**src/rtl/xor_frame_checksum_if.sv**
```systemverilog
`default_nettype none
// Beat stream in, per-beat XOR and frame summary out, for xor_frame_checksum.
// The master is the source/sink side; the slave is the checksum block.
interface xor_frame_checksum_if #(
  parameter int NR_OF_INPUTS  = 2,
  parameter int NR_OF_BITS    = 8,
  parameter int MAX_FRAME_LEN = 16
);
  localparam int CW = $clog2(MAX_FRAME_LEN + 1);

  logic [NR_OF_INPUTS*NR_OF_BITS-1:0] in_data;
  logic                               in_valid;
  logic                               in_last;
  logic                               in_ready;
  logic [NR_OF_BITS-1:0]              word_xor;
  logic                               word_valid;
  logic [NR_OF_BITS-1:0]              sum_data;
  logic                               sum_parity;
  logic [CW-1:0]                      sum_count;
  logic                               sum_overflow;
  logic                               sum_valid;
  logic                               sum_ready;

  modport master (
    output in_data, in_valid, in_last, sum_ready,
    input  in_ready, word_xor, word_valid, sum_data, sum_parity,
           sum_count, sum_overflow, sum_valid
  );

  modport slave (
    input  in_data, in_valid, in_last, sum_ready,
    output in_ready, word_xor, word_valid, sum_data, sum_parity,
           sum_count, sum_overflow, sum_valid
  );
endinterface
`default_nettype wire

```
**src/rtl/xor_frame_checksum.sv**
```systemverilog
`default_nettype none
// xor_frame_checksum: bubbled XOR across NR_OF_INPUTS words per beat, accumulated
// into a per-frame checksum/parity/count summary delivered over valid/ready.
module xor_frame_checksum #(
  parameter int          NR_OF_INPUTS  = 2,
  parameter int          NR_OF_BITS    = 8,
  parameter logic [64:0] BubblesMask   = 65'd1,
  parameter int          MAX_FRAME_LEN = 16
) (
  input wire logic            clock,
  input wire logic            reset,
  xor_frame_checksum_if.slave bus
);
  localparam int CW = $clog2(MAX_FRAME_LEN + 1);

  typedef enum logic [0:0] {
    ACCUM = 1'b0,
    HOLD  = 1'b1
  } state_t;

  state_t                state_q;
  logic                  in_ready_q;
  logic                  word_valid_q;
  logic [NR_OF_BITS-1:0] word_xor_q;
  logic [NR_OF_BITS-1:0] acc_q;
  logic [CW-1:0]         count_q;
  logic [NR_OF_BITS-1:0] sum_data_q;
  logic                  sum_parity_q;
  logic [CW-1:0]         sum_count_q;
  logic                  sum_overflow_q;
  logic                  sum_valid_q;

  logic [NR_OF_BITS-1:0] beat_xor;
  logic [NR_OF_BITS-1:0] acc_d;
  logic [CW-1:0]         count_d;
  logic                  accept;
  logic                  close;

  // Only mask bits below NR_OF_INPUTS are ever consulted.
  always_comb begin
    beat_xor = '0;
    for (int i = 0; i < NR_OF_INPUTS; i++) begin
      beat_xor = beat_xor ^ bus.in_data[i*NR_OF_BITS +: NR_OF_BITS]
                          ^ {NR_OF_BITS{BubblesMask[i]}};
    end
  end

  assign acc_d   = acc_q ^ beat_xor;
  assign count_d = count_q + CW'(1);
  assign accept  = bus.in_valid & in_ready_q;
  assign close   = accept & (bus.in_last | (count_d == CW'(MAX_FRAME_LEN)));

  always_ff @(posedge clock or posedge reset) begin
    if (reset) begin
      state_q        <= ACCUM;
      in_ready_q     <= 1'b0;
      word_valid_q   <= 1'b0;
      word_xor_q     <= '0;
      acc_q          <= '0;
      count_q        <= '0;
      sum_data_q     <= '0;
      sum_parity_q   <= 1'b0;
      sum_count_q    <= '0;
      sum_overflow_q <= 1'b0;
      sum_valid_q    <= 1'b0;
    end else begin
      word_valid_q <= accept;
      if (accept) begin
        word_xor_q <= beat_xor;
      end

      if (state_q == ACCUM) begin
        in_ready_q <= 1'b1;
        if (close) begin
          sum_data_q     <= acc_d;
          sum_parity_q   <= ^acc_d;
          sum_count_q    <= count_d;
          sum_overflow_q <= ~bus.in_last;
          sum_valid_q    <= 1'b1;
          acc_q          <= '0;
          count_q        <= '0;
          in_ready_q     <= 1'b0;
          state_q        <= HOLD;
        end else if (accept) begin
          acc_q   <= acc_d;
          count_q <= count_d;
        end
      end else begin
        // in_ready stays low through the release edge, giving one bubble cycle.
        in_ready_q <= 1'b0;
        if (bus.sum_ready) begin
          sum_valid_q <= 1'b0;
          state_q     <= ACCUM;
        end
      end
    end
  end

  assign bus.in_ready     = in_ready_q;
  assign bus.word_xor     = word_xor_q;
  assign bus.word_valid   = word_valid_q;
  assign bus.sum_data     = sum_data_q;
  assign bus.sum_parity   = sum_parity_q;
  assign bus.sum_count    = sum_count_q;
  assign bus.sum_overflow = sum_overflow_q;
  assign bus.sum_valid    = sum_valid_q;
endmodule
`default_nettype wire

```
**src/flat_wrapper.sv**
```systemverilog
// flat-port wrapper written by rule: the top's interface ports become plain ports
module xor_frame_checksum_flat 
#(
  parameter int          NR_OF_INPUTS  = 2,
  parameter int          NR_OF_BITS    = 8,
  parameter logic [64:0] BubblesMask   = 65'd1,
  parameter int          MAX_FRAME_LEN = 16
)
  (clock, reset, bus_in_data, bus_in_valid, bus_in_last, bus_sum_ready, bus_in_ready, bus_word_xor, bus_word_valid, bus_sum_data, bus_sum_parity, bus_sum_count, bus_sum_overflow, bus_sum_valid);
  xor_frame_checksum_if #(.NR_OF_INPUTS(NR_OF_INPUTS), .NR_OF_BITS(NR_OF_BITS), .MAX_FRAME_LEN(MAX_FRAME_LEN)) bus_i ();
  input wire logic clock;
  input wire logic reset;
  input wire logic [$bits(bus_i.in_data)-1:0] bus_in_data;
  input wire logic [$bits(bus_i.in_valid)-1:0] bus_in_valid;
  input wire logic [$bits(bus_i.in_last)-1:0] bus_in_last;
  input wire logic [$bits(bus_i.sum_ready)-1:0] bus_sum_ready;
  output wire logic [$bits(bus_i.in_ready)-1:0] bus_in_ready;
  output wire logic [$bits(bus_i.word_xor)-1:0] bus_word_xor;
  output wire logic [$bits(bus_i.word_valid)-1:0] bus_word_valid;
  output wire logic [$bits(bus_i.sum_data)-1:0] bus_sum_data;
  output wire logic [$bits(bus_i.sum_parity)-1:0] bus_sum_parity;
  output wire logic [$bits(bus_i.sum_count)-1:0] bus_sum_count;
  output wire logic [$bits(bus_i.sum_overflow)-1:0] bus_sum_overflow;
  output wire logic [$bits(bus_i.sum_valid)-1:0] bus_sum_valid;
  assign bus_i.in_data = bus_in_data;
  assign bus_i.in_valid = bus_in_valid;
  assign bus_i.in_last = bus_in_last;
  assign bus_i.sum_ready = bus_sum_ready;
  assign bus_in_ready = bus_i.in_ready;
  assign bus_word_xor = bus_i.word_xor;
  assign bus_word_valid = bus_i.word_valid;
  assign bus_sum_data = bus_i.sum_data;
  assign bus_sum_parity = bus_i.sum_parity;
  assign bus_sum_count = bus_i.sum_count;
  assign bus_sum_overflow = bus_i.sum_overflow;
  assign bus_sum_valid = bus_i.sum_valid;
  xor_frame_checksum #(.NR_OF_INPUTS(NR_OF_INPUTS), .NR_OF_BITS(NR_OF_BITS), .BubblesMask(BubblesMask), .MAX_FRAME_LEN(MAX_FRAME_LEN)) u_core (.clock(clock), .reset(reset), .bus(bus_i));
endmodule
```
**config.mk**
```make
export PLATFORM = sky130hd
export DESIGN_NAME = xor_frame_checksum_flat
export DESIGN_NICKNAME = d
export VERILOG_FILES = /design/src/rtl/xor_frame_checksum_if.sv /design/src/rtl/xor_frame_checksum.sv /design/src/flat_wrapper.sv
export SDC_FILE = /design/constraint.sdc
export NUM_CORES = 1
export LEC_CHECK = 0
export BUFFER_PORTS_ARGS = -buffer_cell sky130_fd_sc_hd__clkbuf_2
export CAP_MARGIN = 15
export CORE_MARGIN = 2
export CORE_UTILIZATION = 53
export DETAILED_ROUTE_END_ITERATION = 8
export PLACE_DENSITY = 0.8
export SLEW_MARGIN = 20
export SYNTH_ARGS = -nofsm -noshare
export SYNTH_HDL_FRONTEND = slang
export SYNTH_SLANG_ARGS = --single-unit
```
**constraint.sdc**
```tcl
create_clock -name clock -period 2.97 [get_ports clock]
set_clock_uncertainty 0.1 [all_clocks]
set_input_delay 0.4455 -clock clock [delete_from_list [all_inputs] [get_ports clock]]
set_output_delay 0.4455 -clock clock [all_outputs]
set_load 0.05 [all_outputs]
```
### Yosys cells after proc, flatten, opt, wreduce, memory -nomap -nowiden

Cells that the tools add are included.

| storage, ports and cells | value |
|---|---|
| logic and storage cells | 40 |
| register bits | 40 |
| output and inout port bits | 26 |
| bits of input ports | 21 |

| operators by class | value |
|---|---|
| reductions and logical operators | 6 |
| mux-type cells | 12 |
| $add $sub $neg | 1 |
| eq/ne operators | 2 |
| bitwise logic cells | 8 |

Operators with widths:

| kind | number |
|---|---|
| $mux W8 | 2 |
| $xor A8 B8 Y8 | 2 |
| $mux W5 | 2 |
| $mux W1 | 8 |
| $not A8 Y8 | 1 |
| $reduce_xor A8 Y1 | 1 |
| $reduce_and A2 Y1 | 3 |
| $add A5 B1 Y5 const B | 1 |
| $eq A5 B5 Y1 const B | 1 |
| $reduce_bool A2 Y1 | 2 |
| $and A1 B1 Y1 | 2 |
| $ne A2 B2 Y1 const B | 1 |
| $not A1 Y1 | 2 |
| $or A1 B1 Y1 | 1 |

### Logic depth before layout (Yosys ltp)

| logic depth | value |
|---|---|
| depth after elaboration | 6 |
| gate-level depth with buffers | 8 |
| depth with buffers taken out | 6 |

### Least setup slack after synthesis

No wires, ideal clock.

| timing path | value |
|---|---|
| path kind | register to register |
| from | register u_core.count_q[0] |
| to | register u_core.sum_data_q[1] (netlist: u_core.bus.sum_data[1]) |
| setup time | 0.125 ns |
| cell stages (with the launch flop) | 9 |
| path buffers | 2 |
| data required time | 2.745 ns |
| slack | 0.890 ns |
| period minus slack after synthesis | 2.080 ns |
| arrival | 1.855 ns |
| cells stage by stage | dfrtp_1 ha_1 nand3_1 xnor2_1 a31o_1 and2_4 buf_6 buf_6 mux2_4 |

| on the way | value |
|---|---|
| cells in the longest elaborated chain, start to end | 5 |

Ends and longest elaborated chain:

| item | line | source |
|---|---|---|
| start, declared | xor_frame_checksum.sv:26 | `logic [CW-1:0] count_q;` |
| start signal, assigned | xor_frame_checksum.sv:86 | `count_q <= count_d;` |
| $add A5 B1 Y5 | xor_frame_checksum.sv:49 | `assign count_d = count_q + CW'(1);` |
| $eq A5 B5 Y1 | xor_frame_checksum.sv:51 | `assign close = accept & (bus.in_last \| (count_d == CW'(MAX_FRAME_LEN)));` |
| $or A1 B1 Y1 | xor_frame_checksum.sv:51 |  |
| $and A1 B1 Y1 | xor_frame_checksum.sv:51 |  |
| $reduce_and A2 Y1 (no source line) | -- |  |
| end signal, assigned | xor_frame_checksum.sv:61 | `sum_data_q <= '0;` |
| end signal, assigned | xor_frame_checksum.sv:75 | `sum_data_q <= acc_d;` |
| end, declared | xor_frame_checksum.sv:27 | `logic [NR_OF_BITS-1:0] sum_data_q;` |

Every way passes these cells.
A chain may end at the register's enable or synchronous reset.

### Worst setup path in the final report

| timing path | value |
|---|---|
| from | register u_core.count_q[0] |
| to | register u_core.sum_data_q[5] (netlist: u_core.bus.sum_data[5]) |

Same word-level chain as after synthesis.

==> metrics.txt <==
# TYPE chip_impl_metric gauge
chip_impl_info{name="worstSetupStartpointType",value="flip-flop"} 1
chip_impl_metric{name="synth_area",unit="mm2"} 0.00198
chip_impl_metric{name="syn-instance-count",unit=""} 181
chip_impl_metric{name="ys_seq_area_frac",unit=""} 0.505
chip_impl_metric{name="finalWeightedCongestion",unit=""} 0.779
chip_impl_metric{name="max-clock-path-buffers",unit=""} 2
chip_impl_metric{name="postPlaceCellArea",unit="mm2"} 0.00225
chip_impl_metric{name="cts_resized",unit=""} 0
chip_impl_metric{name="multi_input_comb_area",unit="um2"} 918
chip_impl_metric{name="register_area",unit="mm2"} 0.00100
chip_impl_metric{name="ys_warn_count",unit=""} 0
chip_impl_metric{name="fraction_of_final_layout_cells_sized_beyond_drive_strength_1",unit=""} 0.286
chip_impl_metric{name="cts_buffers",unit=""} 5
chip_impl_metric{name="irDropWorstVdd",unit="uV"} 779
chip_impl_metric{name="grt_overflow",unit=""} 0
chip_impl_metric{name="totalNegativeSetupSlack",unit="ns"} 0
chip_impl_metric{name="grt_pass1_wl",unit="um"} 6670
chip_impl_info{name="rsz0062_at_grt",value="false"} 1
chip_impl_metric{name="clock_pin_slew_worst_setup_and_hold_paths",unit="ns"} 0.08
chip_impl_metric{name="timing_max_transition_violations_final",unit=""} 0
chip_impl_metric{name="track_usage",unit=""} 0.215
chip_impl_metric{name="synth-seq-cells",unit=""} 40
chip_impl_metric{name="finalSetupViolCount",unit=""} 0
chip_impl_info{name="critical_setup_path_class",value="reg2reg"} 1
chip_impl_metric{name="min_period",unit="ns"} 2.44
chip_impl_metric{name="area_growth_from_synthesis_to_final_layout",unit="%"} 19.2
chip_impl_metric{name="drt_pre_antenna_iters",unit=""} 4
chip_impl_metric{name="wl_per_cell",unit="um"} 14.6
chip_impl_metric{name="fmax",unit="MHz"} 409
chip_impl_info{name="tritoncts",value="yes"} 1
chip_impl_metric{name="floorplan.rows",unit=""} 22
chip_impl_metric{name="drt_first_iter_violations",unit=""} 60
chip_impl_metric{name="worstMarginPinSlew",unit="ns"} 0.881
chip_impl_metric{name="postCtsSetupBuffers",unit=""} 0
chip_impl_metric{name="vias_per_cell",unit=""} 5.28
chip_impl_metric{name="post-layout-total-power",unit="uW"} 2840
chip_impl_metric{name="ant_nets",unit=""} 0
chip_impl_metric{name="final.period_utilization",unit=""} 0.823
chip_impl_metric{name="detailedPlacementHpwl",unit="um"} 2810
chip_impl_metric{name="grt_max_degree",unit=""} 24
chip_impl_metric{name="number_of_antenna_violations_at_the_first_check_in_global_routing",unit=""} 0
chip_impl_metric{name="post-route-util",unit=""} 0.650
chip_impl_metric{name="routed_wl",unit="um"} 4070
chip_impl_metric{name="core_area",unit="mm2"} 0.00363
chip_impl_metric{name="num-fill-cells",unit=""} 318
chip_impl_metric{name="floorplan.initialDensity",unit=""} 0.545
chip_impl_metric{name="critPathArrivalTime",unit="ns"} 2.52
chip_impl_info{name="critPathSlowestCell",value="dfrtp_1"} 1
chip_impl_metric{name="critical_path.max_fanout",unit=""} 14
chip_impl_metric{name="drt_drc_violations_left",unit=""} 0
chip_impl_metric{name="finalHoldViolCount",unit=""} 0
chip_impl_metric{name="max_capacitance_violation_count",unit=""} 0
chip_impl_metric{name="clock_latency",unit="ns"} 0.29
chip_impl_info{name="cts_root_buffer",value="clkbuf_8"} 1
chip_impl_metric{name="cellLeakagePower",unit="uW"} 0.00113
chip_impl_metric{name="io_pins",unit=""} 47
chip_impl_info{name="series_of_cell_instances_along_the_critical_path",value="ha_1 -> nand3_1 -> xnor2_1 -> a31o_1 -> and2_4 -> mux2_2"} 1
chip_impl_info{name="critical_path.endpoint_type",value="flip-flop"} 1
chip_impl_metric{name="yosys.cell_types.count",unit=""} 30
chip_impl_metric{name="synth.avg_cell_area",unit="um2"} 10.9
chip_impl_metric{name="postLayoutCellArea",unit="mm2"} 0.00236
chip_impl_metric{name="cp.required",unit="ns"} 3.05
chip_impl_metric{name="die_area",unit="mm2"} 0.00424
chip_impl_metric{name="nets",unit=""} 253
chip_impl_info{name="outcome",value="completed"} 1
chip_impl_metric{name="timing.slew.headroom",unit=""} 0.412
chip_impl_metric{name="worst_path_largest_cell_delay",unit="ns"} 0.48
chip_impl_metric{name="floorplan.die.height",unit="um"} 65.2
chip_impl_metric{name="post_cts_hold_buffer_count",unit=""} 0
chip_impl_metric{name="cts-htree-levels",unit=""} 2
chip_impl_metric{name="syn_nets",unit=""} 204
chip_impl_metric{name="n_diodes",unit=""} 0
chip_impl_metric{name="grt_pass1_vias",unit=""} 1386
chip_impl_metric{name="port-buffer-count",unit=""} 46
chip_impl_metric{name="route.vias.total",unit=""} 1473
chip_impl_info{name="worstHoldPathType",value="in2async"} 1
chip_impl_metric{name="number_of_sinks_on_the_clock_net",unit=""} 40
chip_impl_metric{name="die_x",unit="um"} 65.2
chip_impl_metric{name="power_per_cell_area",unit="mW/mm2"} 1200
## path summary, 6_finish.rpt
| path | startpoint | cells after the start | slack (ns) | endpoint |
|---|---|---|---|---|
| max | u_core.count_q[0] | 6 | 0.53 | u_core.bus.sum_data[5] |
| min in group clock | bus_sum_ready | 2 | 0.24 | u_core.bus.sum_valid |
| max reg2reg | u_core.count_q[0] | 6 | 0.53 | u_core.bus.sum_data[5] |
| min | reset | 2 | 0.21 | u_core.bus.word_xor[2] |
| max in group asynchronous | reset | 3 | 1.88 | u_core.bus.sum_data[2] |
| min reg2reg | u_core.state_q | 1 | 0.39 | u_core.bus.in_ready |
## area by class of cell
type | instances | area share
Sequential cell | 40 | 0.424
Multi-Input combinational cell | 129 | 0.389
Timing Repair Buffer | 50 | 0.110
Clock buffer | 6 | 0.0307
Tap cell | 48 | 0.0254
Clock inverter | 2 | 0.0148
Inverter | 4 | 0.00636
## state kept, by name, indices dropped and copies added, names as in the netlist, 5 cells and up
signal                flops
u_core.acc_q              8
u_core.bus.sum_data       8
u_core.bus.word_xor       8
u_core.bus.sum_count      5
u_core.count_q            5
## critical path, delay by kind of cell (launching register included)
kind	cells	cell delay, ns
AOI/OAI and AO/OA	1	0.35
xor gates and xnor gates	1	0.21
adders and majority gates	1	0.32
DFF	1	0.48
muxes	1	0.37
and+or+nand+nor	2	0.49
## report_power, final
group / switching (uW) / internal (uW) / total (uW)
clock: 186 / 249 / 435
combinational: 908 / 537 / 1450
sequential: 193 / 768 / 960
total: 1290 / 1550 / 2840
## per-layer routing
metal,up-vias,GRT usage,share of wire
met5,-,0,0
met4,0,0.0833,0.012
met3,4,0.0599,0.059
met2,47,0.320,0.46
met1,699,0.301,0.47
li1,723,-,-
## metrics by stage
stage,std cells,worst slack (ns),hold slack [ns]
after global placement,271,0.697,0.363
after floorplan,181,0.890,0.343
final,279,0.527,0.209
after global routing,279,0.374,0.224
after CTS,279,0.533,0.229
after detailed placement,271,0.589,0.372
## cells in the final DEF (no fill, tap or decap), drive strengths merged, types with 2 or more instances in the layout
master	n
inv	4
o21ai	19
a2bb2oi	2
nor3	5
ha	2
a22o	5
xnor3	3
xor2	9
dfrtp	40
mux2	8
nor2	6
xnor2	21
nand3	3
buf	4
a21oi	16
nand2	19
clkbuf	52
## Yosys cell counts
master     instances  area, um2
a2bb2oi_1          2       17.5
a21o_1             1       7.51
a21bo_1            1       10.0
buf_2              2       10.0
buf_6              2       22.5
mux2_4             3       45.0
a31o_1             1       8.76
a21oi_1           16       80.1
a41o_1             1       10.0
nand2_1           19       71.3
nor3_1             5       25.0
ha_1               2       25.0
mux2_2             5       56.3
o21ai_0           19       95.1
dfrtp_1           40       1000
or3_1              1       6.26
nand3_1            3       15.0
nand3b_1           1       7.51
xor2_1             9       78.8
mux2i_1            1       10.0
a22o_1             5       43.8
and2_4             1       8.76
o2bb2ai_1          1       8.76
clkbuf_1           4       15.0
o31ai_1            1       7.51
xnor3_1            3       67.6
nor2b_1            1       6.26
xnor2_1           21        184
inv_1              4       15.0
nor2_1             6       22.5
## cells by family after synthesis
kind of cell / count (synthesis) / synth area share
multiplexers: 9 / 0.0562
buffers and inverters: 12 / 0.0316
AND/OR/NAND/NOR: 37 / 0.0821
XOR/XNOR: 33 / 0.167
flip-flops: 40 / 0.505
adder cells (fa/ha/maj): 2 / 0.0126
AO/OA/AOI/OAI: 48 / 0.146
(Power assumes the default switching activity.)
